**src/rtl/lcd_responder_pkg.sv**
```systemverilog
// Shared constants, types and address helpers for the character-LCD bus responder.
// DDRAM is two 40-byte lines at 0x00 and 0x40, packed into one 80-entry array.
package lcd_pkg;

  localparam int T_CLEAR_DEF = 76000;
  localparam int T_CMD_DEF   = 1850;

  // Instruction opcodes, decoded by their highest set bit
  localparam logic [7:0] OP_SET_DDRAM = 8'h80;
  localparam logic [7:0] OP_SET_CGRAM = 8'h40;
  localparam logic [7:0] OP_FUNC_SET  = 8'h20;
  localparam logic [7:0] OP_SHIFT     = 8'h10;
  localparam logic [7:0] OP_DISP_CTRL = 8'h08;
  localparam logic [7:0] OP_ENTRY     = 8'h04;
  localparam logic [7:0] OP_HOME      = 8'h02;
  localparam logic [7:0] OP_CLEAR     = 8'h01;

  localparam logic [6:0] LINE1_BASE = 7'h00;
  localparam logic [6:0] LINE2_BASE = 7'h40;
  localparam logic [6:0] LINE_LEN   = 7'd40;
  localparam logic [6:0] LINE1_END  = LINE1_BASE + LINE_LEN - 7'd1;
  localparam logic [6:0] LINE2_END  = LINE2_BASE + LINE_LEN - 7'd1;
  localparam logic [6:0] LAST_IDX   = 7'd79;
  localparam int         DDRAM_SIZE = 80;
  localparam logic [7:0] SPACE_CHAR = 8'h20;

  typedef enum logic [1:0] {
    ST_IDLE      = 2'd0,
    ST_CLEAR     = 2'd1,
    ST_BUSY_WAIT = 2'd2
  } lcd_state_e;

  typedef struct packed {
    logic dl;
    logic n;
    logic id;
    logic s;
    logic d;
    logic c;
    logic b;
  } lcd_mode_t;

  localparam lcd_mode_t MODE_RESET = '{dl: 1'b1, n: 1'b0, id: 1'b1, s: 1'b0,
                                       d: 1'b0, c: 1'b0, b: 1'b0};

  function automatic logic addr_valid(input logic [6:0] a);
    logic ok;
    if (a <= LINE1_END) ok = 1'b1;
    else if ((a >= LINE2_BASE) && (a <= LINE2_END)) ok = 1'b1;
    else ok = 1'b0;
    return ok;
  endfunction

  function automatic logic [6:0] addr_to_idx(input logic [6:0] a);
    logic [6:0] idx;
    if (a <= LINE1_END) idx = a - LINE1_BASE;
    else if ((a >= LINE2_BASE) && (a <= LINE2_END)) idx = a - LINE2_BASE + LINE_LEN;
    else idx = 7'd0;
    return idx;
  endfunction

  // Address counter step; each line end wraps to the start of the other line
  function automatic logic [6:0] ac_step(input logic [6:0] a, input logic inc);
    logic [6:0] n;
    if (inc) begin
      if (a == LINE1_END) n = LINE2_BASE;
      else if (a == LINE2_END) n = LINE1_BASE;
      else n = a + 7'd1;
    end else begin
      if (a == LINE1_BASE) n = LINE2_END;
      else if (a == LINE2_BASE) n = LINE1_END;
      else n = a - 7'd1;
    end
    return n;
  endfunction

endpackage

```
**src/rtl/lcd_responder_if.sv**
```systemverilog
// Initiator-side LCD bus: strobe, register select, direction and both data directions.
interface lcd_bus_if;
  logic       LCD_EN;
  logic       LCD_RS;
  logic       LCD_RW;
  logic [7:0] LCD_DATA_IN;
  logic [7:0] LCD_DATA_OUT;
  logic       LCD_DATA_OE;

  modport master (output LCD_EN, LCD_RS, LCD_RW, LCD_DATA_IN,
                  input  LCD_DATA_OUT, LCD_DATA_OE);
  modport slave  (input  LCD_EN, LCD_RS, LCD_RW, LCD_DATA_IN,
                  output LCD_DATA_OUT, LCD_DATA_OE);
endinterface

```
**src/rtl/lcd_responder_edge_sync.sv**
```systemverilog
// Two-flop synchronizer for the asynchronous bus, plus an EN falling-edge pulse.
// A third stage keeps RS/RW/DATA from the last EN-high cycle for the completing transfer.
module lcd_edge_sync (
  input  logic       clk_i,
  input  logic       rst_i,
  input  logic       en_i,
  input  logic       rs_i,
  input  logic       rw_i,
  input  logic [7:0] data_i,
  output logic       en_o,
  output logic       rs_o,
  output logic       rw_o,
  output logic       fall_o,
  output logic       rs_last_o,
  output logic       rw_last_o,
  output logic [7:0] data_last_o
);
  logic [10:0] s1_q, s2_q, s3_q;

  // Synchronizer chain
  always_ff @(posedge clk_i) begin
    if (rst_i) begin
      s1_q <= 11'd0;
      s2_q <= 11'd0;
      s3_q <= 11'd0;
    end else begin
      s1_q <= {en_i, rs_i, rw_i, data_i};
      s2_q <= s1_q;
      s3_q <= s2_q;
    end
  end

  assign en_o        = s2_q[10];
  assign rs_o        = s2_q[9];
  assign rw_o        = s2_q[8];
  assign fall_o      = s3_q[10] & ~s2_q[10];
  assign rs_last_o   = s3_q[9];
  assign rw_last_o   = s3_q[8];
  assign data_last_o = s3_q[7:0];
endmodule

```
**src/rtl/lcd_responder.sv**
```systemverilog
// HD44780-style LCD bus responder: DDRAM, address counter, busy timing, clear sweep,
// sticky error flags and an independent display read port.
module lcd_responder
  import lcd_pkg::*;
#(
  parameter int T_CLEAR = T_CLEAR_DEF,
  parameter int T_CMD   = T_CMD_DEF
) (
  input  logic        CLOCK_50,
  input  logic        RESET,
  lcd_bus_if.slave    bus,
  input  logic [6:0]  DISP_ADDR,
  output logic [7:0]  DISP_CHAR,
  output logic [7:0]  STATUS,
  output logic [6:0]  AC,
  output logic [1:0]  ERR
);
  localparam int CNT_W = $clog2(T_CLEAR + 1);

  lcd_state_e        state_q, state_d;
  logic [CNT_W-1:0]  cnt_q, cnt_d;
  logic [6:0]        idx_q, idx_d, ac_q, ac_d;
  lcd_mode_t         mode_q, mode_d;
  logic [1:0]        err_q, err_d;
  logic              busy_q, oe_q, oe_d;
  logic [7:0]        dout_q, dout_d, disp_q, disp_d;
  logic [7:0]        ram_q [DDRAM_SIZE];
  logic              ram_we_s;
  logic [6:0]        ram_wa_s;
  logic [7:0]        ram_wd_s;
  logic              en_s, rs_s, rw_s, fall_s, rs_last_s, rw_last_s;
  logic [7:0]        data_last_s;

  lcd_edge_sync u_sync (
    .clk_i(CLOCK_50), .rst_i(RESET),
    .en_i(bus.LCD_EN), .rs_i(bus.LCD_RS), .rw_i(bus.LCD_RW), .data_i(bus.LCD_DATA_IN),
    .en_o(en_s), .rs_o(rs_s), .rw_o(rw_s), .fall_o(fall_s),
    .rs_last_o(rs_last_s), .rw_last_o(rw_last_s), .data_last_o(data_last_s)
  );

  // Transaction decode, then FSM; the sweep end overrides any AC step from a read
  always_comb begin
    state_d  = state_q;
    cnt_d    = cnt_q;
    idx_d    = idx_q;
    ac_d     = ac_q;
    mode_d   = mode_q;
    err_d    = err_q;
    ram_we_s = 1'b0;
    ram_wa_s = addr_to_idx(ac_q);
    ram_wd_s = data_last_s;
    if (fall_s) begin
      case ({rs_last_s, rw_last_s})
        2'b11: begin
          ac_d     = ac_step(ac_q, mode_q.id);
          err_d[0] = err_q[0] | busy_q;
        end
        2'b10: begin
          if (busy_q) begin
            err_d[0] = 1'b1;
          end else begin
            ram_we_s = 1'b1;
            ac_d     = ac_step(ac_q, mode_q.id);
            state_d  = ST_BUSY_WAIT;
            cnt_d    = CNT_W'(T_CMD);
          end
        end
        2'b00: begin
          if (busy_q) begin
            err_d[0] = 1'b1;
          end else begin
            state_d = ST_BUSY_WAIT;
            cnt_d   = CNT_W'(T_CMD);
            if (|(data_last_s & OP_SET_DDRAM)) begin
              if (addr_valid(data_last_s[6:0])) ac_d = data_last_s[6:0];
              else err_d[1] = 1'b1;
            end else if (|(data_last_s & OP_SET_CGRAM)) begin
              err_d[1] = 1'b1;
            end else if (|(data_last_s & OP_FUNC_SET)) begin
              mode_d.dl = data_last_s[4];
              mode_d.n  = data_last_s[3];
            end else if (|(data_last_s & OP_SHIFT)) begin
              if (!data_last_s[3]) ac_d = ac_step(ac_q, data_last_s[2]);
              else ac_d = ac_q;
            end else if (|(data_last_s & OP_DISP_CTRL)) begin
              mode_d.d = data_last_s[2];
              mode_d.c = data_last_s[1];
              mode_d.b = data_last_s[0];
            end else if (|(data_last_s & OP_ENTRY)) begin
              mode_d.id = data_last_s[1];
              mode_d.s  = data_last_s[0];
            end else if (|(data_last_s & OP_HOME)) begin
              ac_d = LINE1_BASE;
            end else if (|(data_last_s & OP_CLEAR)) begin
              state_d = ST_CLEAR;
              idx_d   = 7'd0;
              cnt_d   = CNT_W'(T_CLEAR);
            end else begin
              state_d = ST_IDLE;
              cnt_d   = cnt_q;
            end
          end
        end
        default: ;
      endcase
    end else begin
      ram_we_s = 1'b0;
    end

    case (state_q)
      ST_IDLE: begin
      end
      ST_CLEAR: begin
        ram_we_s = 1'b1;
        ram_wa_s = idx_q;
        ram_wd_s = SPACE_CHAR;
        cnt_d    = cnt_q - CNT_W'(1);
        if (idx_q == LAST_IDX) begin
          state_d   = ST_BUSY_WAIT;
          ac_d      = LINE1_BASE;
          mode_d.id = 1'b1;
        end else begin
          idx_d = idx_q + 7'd1;
        end
      end
      ST_BUSY_WAIT: begin
        cnt_d = cnt_q - CNT_W'(1);
        if (cnt_q == CNT_W'(1)) state_d = ST_IDLE;
        else state_d = ST_BUSY_WAIT;
      end
      default: state_d = ST_IDLE;
    endcase
  end

  // Read-back and display-port next values
  always_comb begin
    oe_d = en_s & rw_s;
    if (!oe_d) dout_d = 8'h00;
    else if (rs_s) dout_d = ram_q[addr_to_idx(ac_q)];
    else dout_d = {busy_q, ac_q};
    if (addr_valid(DISP_ADDR)) disp_d = ram_q[addr_to_idx(DISP_ADDR)];
    else disp_d = SPACE_CHAR;
  end

  // Control and output registers
  always_ff @(posedge CLOCK_50) begin
    if (RESET) begin
      state_q <= ST_CLEAR;
      cnt_q   <= CNT_W'(T_CLEAR);
      idx_q   <= 7'd0;
      ac_q    <= LINE1_BASE;
      mode_q  <= MODE_RESET;
      err_q   <= 2'b00;
      busy_q  <= 1'b1;
      oe_q    <= 1'b0;
      dout_q  <= 8'h00;
      disp_q  <= SPACE_CHAR;
    end else begin
      state_q <= state_d;
      cnt_q   <= cnt_d;
      idx_q   <= idx_d;
      ac_q    <= ac_d;
      mode_q  <= mode_d;
      err_q   <= err_d;
      busy_q  <= (state_d != ST_IDLE);
      oe_q    <= oe_d;
      dout_q  <= dout_d;
      disp_q  <= disp_d;
    end
  end

  // DDRAM write port; suppressed under reset so an aborted sweep or transfer leaves no write
  always_ff @(posedge CLOCK_50) begin
    if (ram_we_s && !RESET) ram_q[ram_wa_s] <= ram_wd_s;
  end

  assign bus.LCD_DATA_OUT = dout_q;
  assign bus.LCD_DATA_OE  = oe_q;
  assign DISP_CHAR        = disp_q;
  assign STATUS           = {busy_q, mode_q};
  assign AC               = ac_q;
  assign ERR              = err_q;
endmodule

```
**src/flat_wrapper.sv**
```systemverilog
// flat-port wrapper written by rule: the top's interface ports become plain ports
module lcd_responder_flat import lcd_pkg::*;
#(
  parameter int T_CLEAR = T_CLEAR_DEF,
  parameter int T_CMD   = T_CMD_DEF
)
  (CLOCK_50, RESET, DISP_ADDR, DISP_CHAR, STATUS, AC, ERR, bus_LCD_EN, bus_LCD_RS, bus_LCD_RW, bus_LCD_DATA_IN, bus_LCD_DATA_OUT, bus_LCD_DATA_OE);
  lcd_bus_if bus_i ();
  input  logic CLOCK_50;
  input  logic RESET;
  input  logic [6:0] DISP_ADDR;
  output logic [7:0] DISP_CHAR;
  output logic [7:0] STATUS;
  output logic [6:0] AC;
  output logic [1:0] ERR;
  input wire logic [$bits(bus_i.LCD_EN)-1:0] bus_LCD_EN;
  input wire logic [$bits(bus_i.LCD_RS)-1:0] bus_LCD_RS;
  input wire logic [$bits(bus_i.LCD_RW)-1:0] bus_LCD_RW;
  input wire logic [$bits(bus_i.LCD_DATA_IN)-1:0] bus_LCD_DATA_IN;
  output wire logic [$bits(bus_i.LCD_DATA_OUT)-1:0] bus_LCD_DATA_OUT;
  output wire logic [$bits(bus_i.LCD_DATA_OE)-1:0] bus_LCD_DATA_OE;
  assign bus_i.LCD_EN = bus_LCD_EN;
  assign bus_i.LCD_RS = bus_LCD_RS;
  assign bus_i.LCD_RW = bus_LCD_RW;
  assign bus_i.LCD_DATA_IN = bus_LCD_DATA_IN;
  assign bus_LCD_DATA_OUT = bus_i.LCD_DATA_OUT;
  assign bus_LCD_DATA_OE = bus_i.LCD_DATA_OE;
  lcd_responder #(.T_CLEAR(T_CLEAR), .T_CMD(T_CMD)) u_core (.CLOCK_50(CLOCK_50), .RESET(RESET), .bus(bus_i), .DISP_ADDR(DISP_ADDR), .DISP_CHAR(DISP_CHAR), .STATUS(STATUS), .AC(AC), .ERR(ERR));
endmodule
```
**config.mk**
```make
export PLATFORM = sky130hd
export DESIGN_NAME = lcd_responder_flat
export DESIGN_NICKNAME = d
export VERILOG_FILES = /design/src/rtl/lcd_responder_pkg.sv /design/src/rtl/lcd_responder_if.sv /design/src/rtl/lcd_responder_edge_sync.sv /design/src/rtl/lcd_responder.sv /design/src/flat_wrapper.sv
export SDC_FILE = /design/constraint.sdc
export NUM_CORES = 2
export LEC_CHECK = 0
export CELL_PAD_IN_SITES_DETAIL_PLACEMENT = 0
export CELL_PAD_IN_SITES_GLOBAL_PLACEMENT = 1
export CORE_MARGIN = 2
export CORE_UTILIZATION = 51
export DETAILED_ROUTE_END_ITERATION = 8
export PLACE_DENSITY_LB_ADDON = 0.08
export SKIP_CTS_REPAIR_TIMING = 1
export SYNTH_ARGS = -nofsm -noshare
export SYNTH_HDL_FRONTEND = slang
export SYNTH_SLANG_ARGS = --single-unit
```
**constraint.sdc**
```tcl
create_clock -name CLOCK_50 -period 5.7 [get_ports CLOCK_50]
set_input_delay 0.57 -clock CLOCK_50 [delete_from_list [all_inputs] [get_ports CLOCK_50]]
set_output_delay 0.57 -clock CLOCK_50 [all_outputs]
set_load 0.1 [all_outputs]
```
# Word level (Yosys, flattened, before mapping)
# Memories as Yosys holds them, arrays and structs flattened. A register that Yosys moved wholly into a read port is not among the register bits.
# Cells that the tools add are included.
# Widths: inputs -> output; s select.
[totals]
output_inout_bits = 34
inputBits = 20
elab_cells = 189
mem_count = 1
ramBits = 640
regBits = 85
mem_bits_ro = 0
latchBits = 0
[memory_table]
columns = ["memory", "words", "width", "read_ports", "rd_ports_with_merged_regs", "wr", "line", "source"]
rows = [
  ["u_core.ram_q", 80, 8, 2, 1, 1, "lcd_responder.sv:27", "logic [7:0] ram_q [DDRAM_SIZE];"],
]
[classes]
shift = 0
n_reduce_logical = 23
n_addsub = 8
magnitude_cmp = 9
n_mul = 0
n_eq_ne = 14
n_div = 0
n_bitwise = 12
mux = 103
[op_table]
columns = ["op", "n"]
rows = [
  ["$mux 7", 41],
  ["$mux 17", 12],
  ["$mux 5", 7],
  ["$pmux 17 s2", 1],
  ["$mux 2", 14],
  ["$eq 7x7->1 const B", 3],
  ["$ge 7x7->1 const B", 3],
  ["$le 7x6->1 const B", 3],
  ["$le 7x7->1 const B", 3],
  ["$mux 1", 21],
  ["$pmux 7 s3", 1],
  ["$eq 17x1->1 const B", 1],
  ["$sub 17x1->17 const B", 1],
  ["$mux 8", 2],
  ["$add 7x1->7 const B", 2],
  ["$add 7x6->7 const B", 2],
  ["$sub 7x7->7 const B", 2],
  ["$ne 10x10->1 const B", 1],
  ["$reduce_and 5->1", 2],
  ["$not 1->1", 9],
  ["$reduce_and 9->1", 1],
  ["$reduce_and 8->1", 1],
  ["$reduce_bool 2->1", 4],
  ["$reduce_or 2->1", 4],
  ["other kinds (20)", 28],
]

# Longest topological paths before layout
[logic_depth]
ltp_word = 15
mapped_depth = 16
mapped_depth_nobuf = 11

# Hierarchy
# From an unflattened synthesis, not the netlist that was laid out.
[unflattened]
cells_unflattened = 3068
hier_area_um2 = 35806.8
[modules_own_cells]
columns = ["mod", "n_inst", "cells_per_inst", "seq_area_each_um2", "area_per_inst_um2"]
rows = [
  ["lcd_responder", 1, 2990, 20419.6, 34850.9],
  ["lcd_edge_sync", 1, 78, 660.6, 955.9],
]

# Worst setup path after synthesis
# Ideal clock, no wire load.
[synth_path]
path_type = "reg2reg"
from = "register u_core.ac_q[4] (netlist: u_core.AC[4])"
to = "memory u_core.ram_q[34][0] (enable)"
setup_time_ns = 0.370
arrival_ns = 3.920
synth_period_minus_slack_ns = 4.291
n_path_buf = 5
t_required_ns = 5.330
stages_incl_launch_ff = 14
setup_slack_ns = 1.409
cell_sequence = "dfxtp_1 > buf_6 > clkinv_1 > ha_1 > buf_4 > and2_0 > a221oi_1 > nand2_2 > buf_4 > buf_2 > buf_2 > o31ai_1 > nand2_1 > nor2_1"
[synth_via]
elab_chain_cells = 5
elab_cells_between_ends = 9
cone_classes = "add/sub (2); order compare (3); mux (3); reduce/logical (1)"
[synth_lines]
columns = ["item", "line", "source"]
rows = [
  ["from (decl)", "lcd_responder.sv:22", "logic [6:0] idx_q, idx_d, ac_q, ac_d;"],
  ["from (signal assigned)", "lcd_responder.sv:151", "ac_q <= LINE1_BASE;"],
  ["from (signal assigned)", "lcd_responder.sv:162", "ac_q <= ac_d;"],
  ["$sub 7x7->7, or another cell as far along", "lcd_responder_pkg.sv:57", "else if ((a >= LINE2_BASE) && (a <= LINE2_END)) idx = a - LINE2_BASE + LINE_LEN;"],
  ["$add 7x6->7 / $logic_and 1x1->1 (equally long branches)", "lcd_responder_pkg.sv:57", ""],
  ["$mux 7", "lcd_responder_pkg.sv:57", ""],
  ["$mux 7 (*)", "lcd_responder_pkg.sv:56", "if (a <= LINE1_END) idx = a - LINE1_BASE;"],
  ["$mux 7 (*)", "lcd_responder.sv:110", "case (state_q)"],
  ["to (decl)", "lcd_responder.sv:27", ""],
]
# Mark *: on every way between the ends. The rest lies on a longest branch, timed or not.

# Worst setup path after layout
[layout_path]
from = "register u_core.ac_q[3] (netlist: u_core.AC[3])"
to = "register u_core.dout_q[6] (netlist: u_core.bus.LCD_DATA_OUT[6])"
[layout_via]
elab_chain_cells = 8
elab_cells_between_ends = 12
cone_classes = "add/sub (2); order compare (3); mux (5); reduce/logical (1); memory (1)"
[layout_lines]
columns = ["item", "line", "source"]
rows = [
  ["$sub 7x7->7, or another cell as far along", "lcd_responder_pkg.sv:57", ""],
  ["$add 7x6->7 / $logic_and 1x1->1 (equally long branches)", "lcd_responder_pkg.sv:57", ""],
  ["$mux 7", "lcd_responder_pkg.sv:57", ""],
  ["$mux 7 (*)", "lcd_responder_pkg.sv:56", ""],
  ["$mux 7 (*)", "lcd_responder.sv:139", "else if (rs_s) dout_d = ram_q[addr_to_idx(ac_q)];"],
  ["$mux 7 (*)", "lcd_responder.sv:138", "if (!oe_d) dout_d = 8'h00;"],
  ["$mem_v2 80x8 (*)", "--", ""],
  ["$mux 8 (*)", "lcd_responder.sv:139", ""],
  ["to (signal assigned)", "lcd_responder.sv:167", "dout_q <= dout_d;"],
  ["to (decl)", "lcd_responder.sv:26", "logic [7:0] dout_q, dout_d, disp_q, disp_d;"],
]
# Mark *: on every way between the ends. The rest lies on a longest branch, timed or not. The select of a mux whose other input is x is not followed.
# A chain may end at the register's enable or synchronous reset.

==> impl_metrics.json <==
{
  "status": "finished clean",
  "ys_warn_count": 0,
  "core_um2": 69900,
  "cp_data_required_time_ns": 6.15,
  "placementRows": 97,
  "pwr_density_cell_nw_per_um2": 315,
  "die_x_um": 269,
  "drive_above_1_share_pct": 12.2,
  "wl_per_cell_um": 32.6,
  "crit_top_cell": "a31oi_1",
  "synth-simple-area-share_pct": 12.0,
  "synth_xor_area_share_pct": 0.439,
  "synth_compound_area_share_pct": 16.1,
  "antenna_found_initial": 4,
  "leakage_nw": 13.9,
  "async_reset_ff_share_pct": 0,
  "drcViolationCount": 0,
  "worstSetupPathType": "reg2reg",
  "fin_nets": 3224,
  "critPathLaunchType": "flop",
  "synth_edf_count": 640,
  "synth_fa_ha_area_share_pct": 0.522,
  "finalClockSkew_ns": 0.0231,
  "place_area_um2": 37900,
  "slew_headroom_pct": 8.94,
  "seq_area_frac_synth_pct": 58.7,
  "clk_pin_slew_ns": 0.07,
  "h-tree-depth": 3,
  "grt_pass1_wl_mm": 196,
  "tightest_slew_ns": 1.35,
  "max_stage_delay_ns": 0.72,
  "wl_mm": 137,
  "finalHoldViolations": 0,
  "setup_viol": 0,
  "start_util_pct": 51.4,
  "slowest_stage": "dfxtp_1",
  "vdd_ir_drop_max_v": 0.000281,
  "crit_fanout": 21,
  "syn2layout_area_growth_pct": 12.7,
  "syn_area_um2": 35900,
  "firstDrtPassIters": 8,
  "tns_ns": 0,
  "cp-end-kind": "flop",
  "cts-root-buf": "clkbuf_16",
  "drtIter0Drc": 4756,
  "post-dp-hpwl_mm": 88.9,
  "post-route-min-period_ns": 5.57,
  "synthMuxAreaShare_pct": 8.72,
  "ys.flop_type": "edfxtp_1",
  "synth_top_family_by_area": "compound AO/OA/AOI/OAI gates",
  "maxSlewViolCount": 0,
  "cts_buffers": 79,
  "crit_path_cell_trace": "inv_1 > ha_1 > nor3b_2 > a211o_1 > o21ai_4 > buf_4 > o21ai_0 > a221o_1 > a211oi_1 > a311oi_1 > a31oi_1 > a31oi_1",
  "grt_usage_pct": 36.9,
  "synth.distinct_cells": 88,
  "clk_latency_ns": 0.65,
  "fin_area_um2": 40500,
  "synthCells": 3149,
  "antenna_left": 0,
  "die_h_um": 269,
  "grt_max_degree": 124,
  "ios": 54,
  "cts_tree": "yes",
  "grt_pass1_vias": 27700,
  "drv_cap": 0,
  "layout.cells.most_common": "edfxtp_1",
  "critical_path_arrival_ns": 6.01,
  "period_share_pct": 97.7,
  "clock.fmax_mhz": 180,
  "cts.sinks": 733,
  "grt-ovfl-total": 0,
  "via_per_inst": 6.92,
  "syn_avg_cell_area_um2": 11.4,
  "fp.dieArea_um2": 72600,
  "gp_congestion": 0.997,
  "postSynthNetCount": 3184,
  "dr_total_vias": 29000,
  "rsz0062_at_grt": "false",
  "holdCritPathClass": "in2reg",
  "port_buffers": 53,
  "cts_buffer_depth": 3,
  "final_cell_mix": "edfxtp_1 (640), nand2_1 (427), nor2_1 (240), a21oi_1 (207), mux2i_1 (197)",
  "synth-seq-cells": 733
}
-- critical path, delay by kind of cell (launching register included) --
family	cells	cell delay, ns
AO/OA/AOI/OAI	8	3.20
adder cells (fa/ha/maj)	1	0.45
buffers and inverters	2	0.72
flip-flops	1	0.72
AND/OR/NAND/NOR	1	0.26
-- cell type report --
cell class | instances | area (um2)
Clock buffer | 98 | 2130
Timing Repair Buffer | 200 | 1770
Sequential cell | 733 | 21100
Multi-Input combinational cell | 2148 | 13800
Inverter | 27 | 101
Antenna cell | 3 | 7.51
Clock inverter | 49 | 457
Fill cell | 5858 | 29400
Tap cell | 940 | 1180
-- final timing paths --
check                        start                    endpoint  slack, ns  cells after the start
max                   u_core.AC[3]  u_core.bus.LCD_DATA_OUT[6]       0.13                     12
min                          RESET             u_core.idx_q[4]       0.31                      2
max reg2reg           u_core.AC[3]  u_core.bus.LCD_DATA_OUT[6]       0.13                     12
min reg2reg  u_core.u_sync.s2_q[6]       u_core.u_sync.s3_q[6]       0.43                      1
-- power breakdown --
group          switching (mW)  internal, mW  leakage (nW)
logic                    1.09         0.443          5.36
clock network            2.24          2.95          1.26
registers              0.0924          5.93          7.32
total                    3.42          9.32          13.9
-- per-layer routing --
layer  up-vias  part of all wire, %  global-route usage [%]
met5         -                    0                       0
met3       355                   12                    9.35
met1     14300                   38                    49.6
met4         0                  5.1                    18.0
met2      2085                   45                    55.9
li1      12200                    -                       -
-- cell usage after synthesis, types with 17 or more instances --
cell      count  area share, %
nand2_1     427            4.5
a221o_1      33           0.92
a21oi_1     208            2.9
a311oi_1     21           0.51
nand3_1      93            1.3
buf_4        21           0.44
o21ai_0     163            2.3
a221oi_1     39           0.95
o22ai_1      71            1.2
a32oi_1      20           0.49
dfxtp_1      93            5.2
nor2b_1      45           0.78
o211ai_1     18           0.38
mux2i_1     197            5.5
a211oi_1     53            1.1
nor4_1       29           0.51
a222oi_1     17           0.47
buf_1        21           0.22
inv_1        24           0.25
a31oi_1      58            1.0
edfxtp_1    640             54
mux4_2       21            1.3
mux2_2       61            1.9
o221ai_1     48            1.2
buf_2        80            1.1
nor3_1       47           0.65
clkbuf_1    112            1.2
nor2_1      244            2.5
-- through the flow --
stage	instances	util (%)	total power, mW	worst slack [ns]	hold slack (ns)
after detailed placement	4048	54.2	7.62	0.439	0.421
after global routing	4195	57.9	13.0	0.172	0.329
after CTS	4195	57.9	12.7	0.375	0.288
final	4198	57.9	12.7	0.133	0.307
after floorplan	3149	-	6.99	1.41	0.414
after global placement	4048	54.2	7.60	0.546	0.418
-- state kept, by name, indices dropped and copies added, names as in the netlist --
register	cells
u_core.bus.LCD_DATA_OUT	8
u_core.STATUS	7
u_core.u_sync.s1_q	11
u_core.idx_q	7
u_core.bus.LCD_DATA_OE	1
u_core.AC	7
u_core.u_sync.s3_q	11
u_core.DISP_CHAR	8
u_core.cnt_q	17
u_core.ram_q	640
u_core.u_sync.s2_q	11
u_core.busy_q	1
u_core.ERR	2
u_core.state_q	2
-- kinds of logic after synthesis --
logic type      after synthesis
buf+inv                     268
fa+ha+maj                    15
flops                       733
mux                         279
compound gates              858
simple gates                978
xor+xnor                     18
Power figures use the tool's default switching activity.
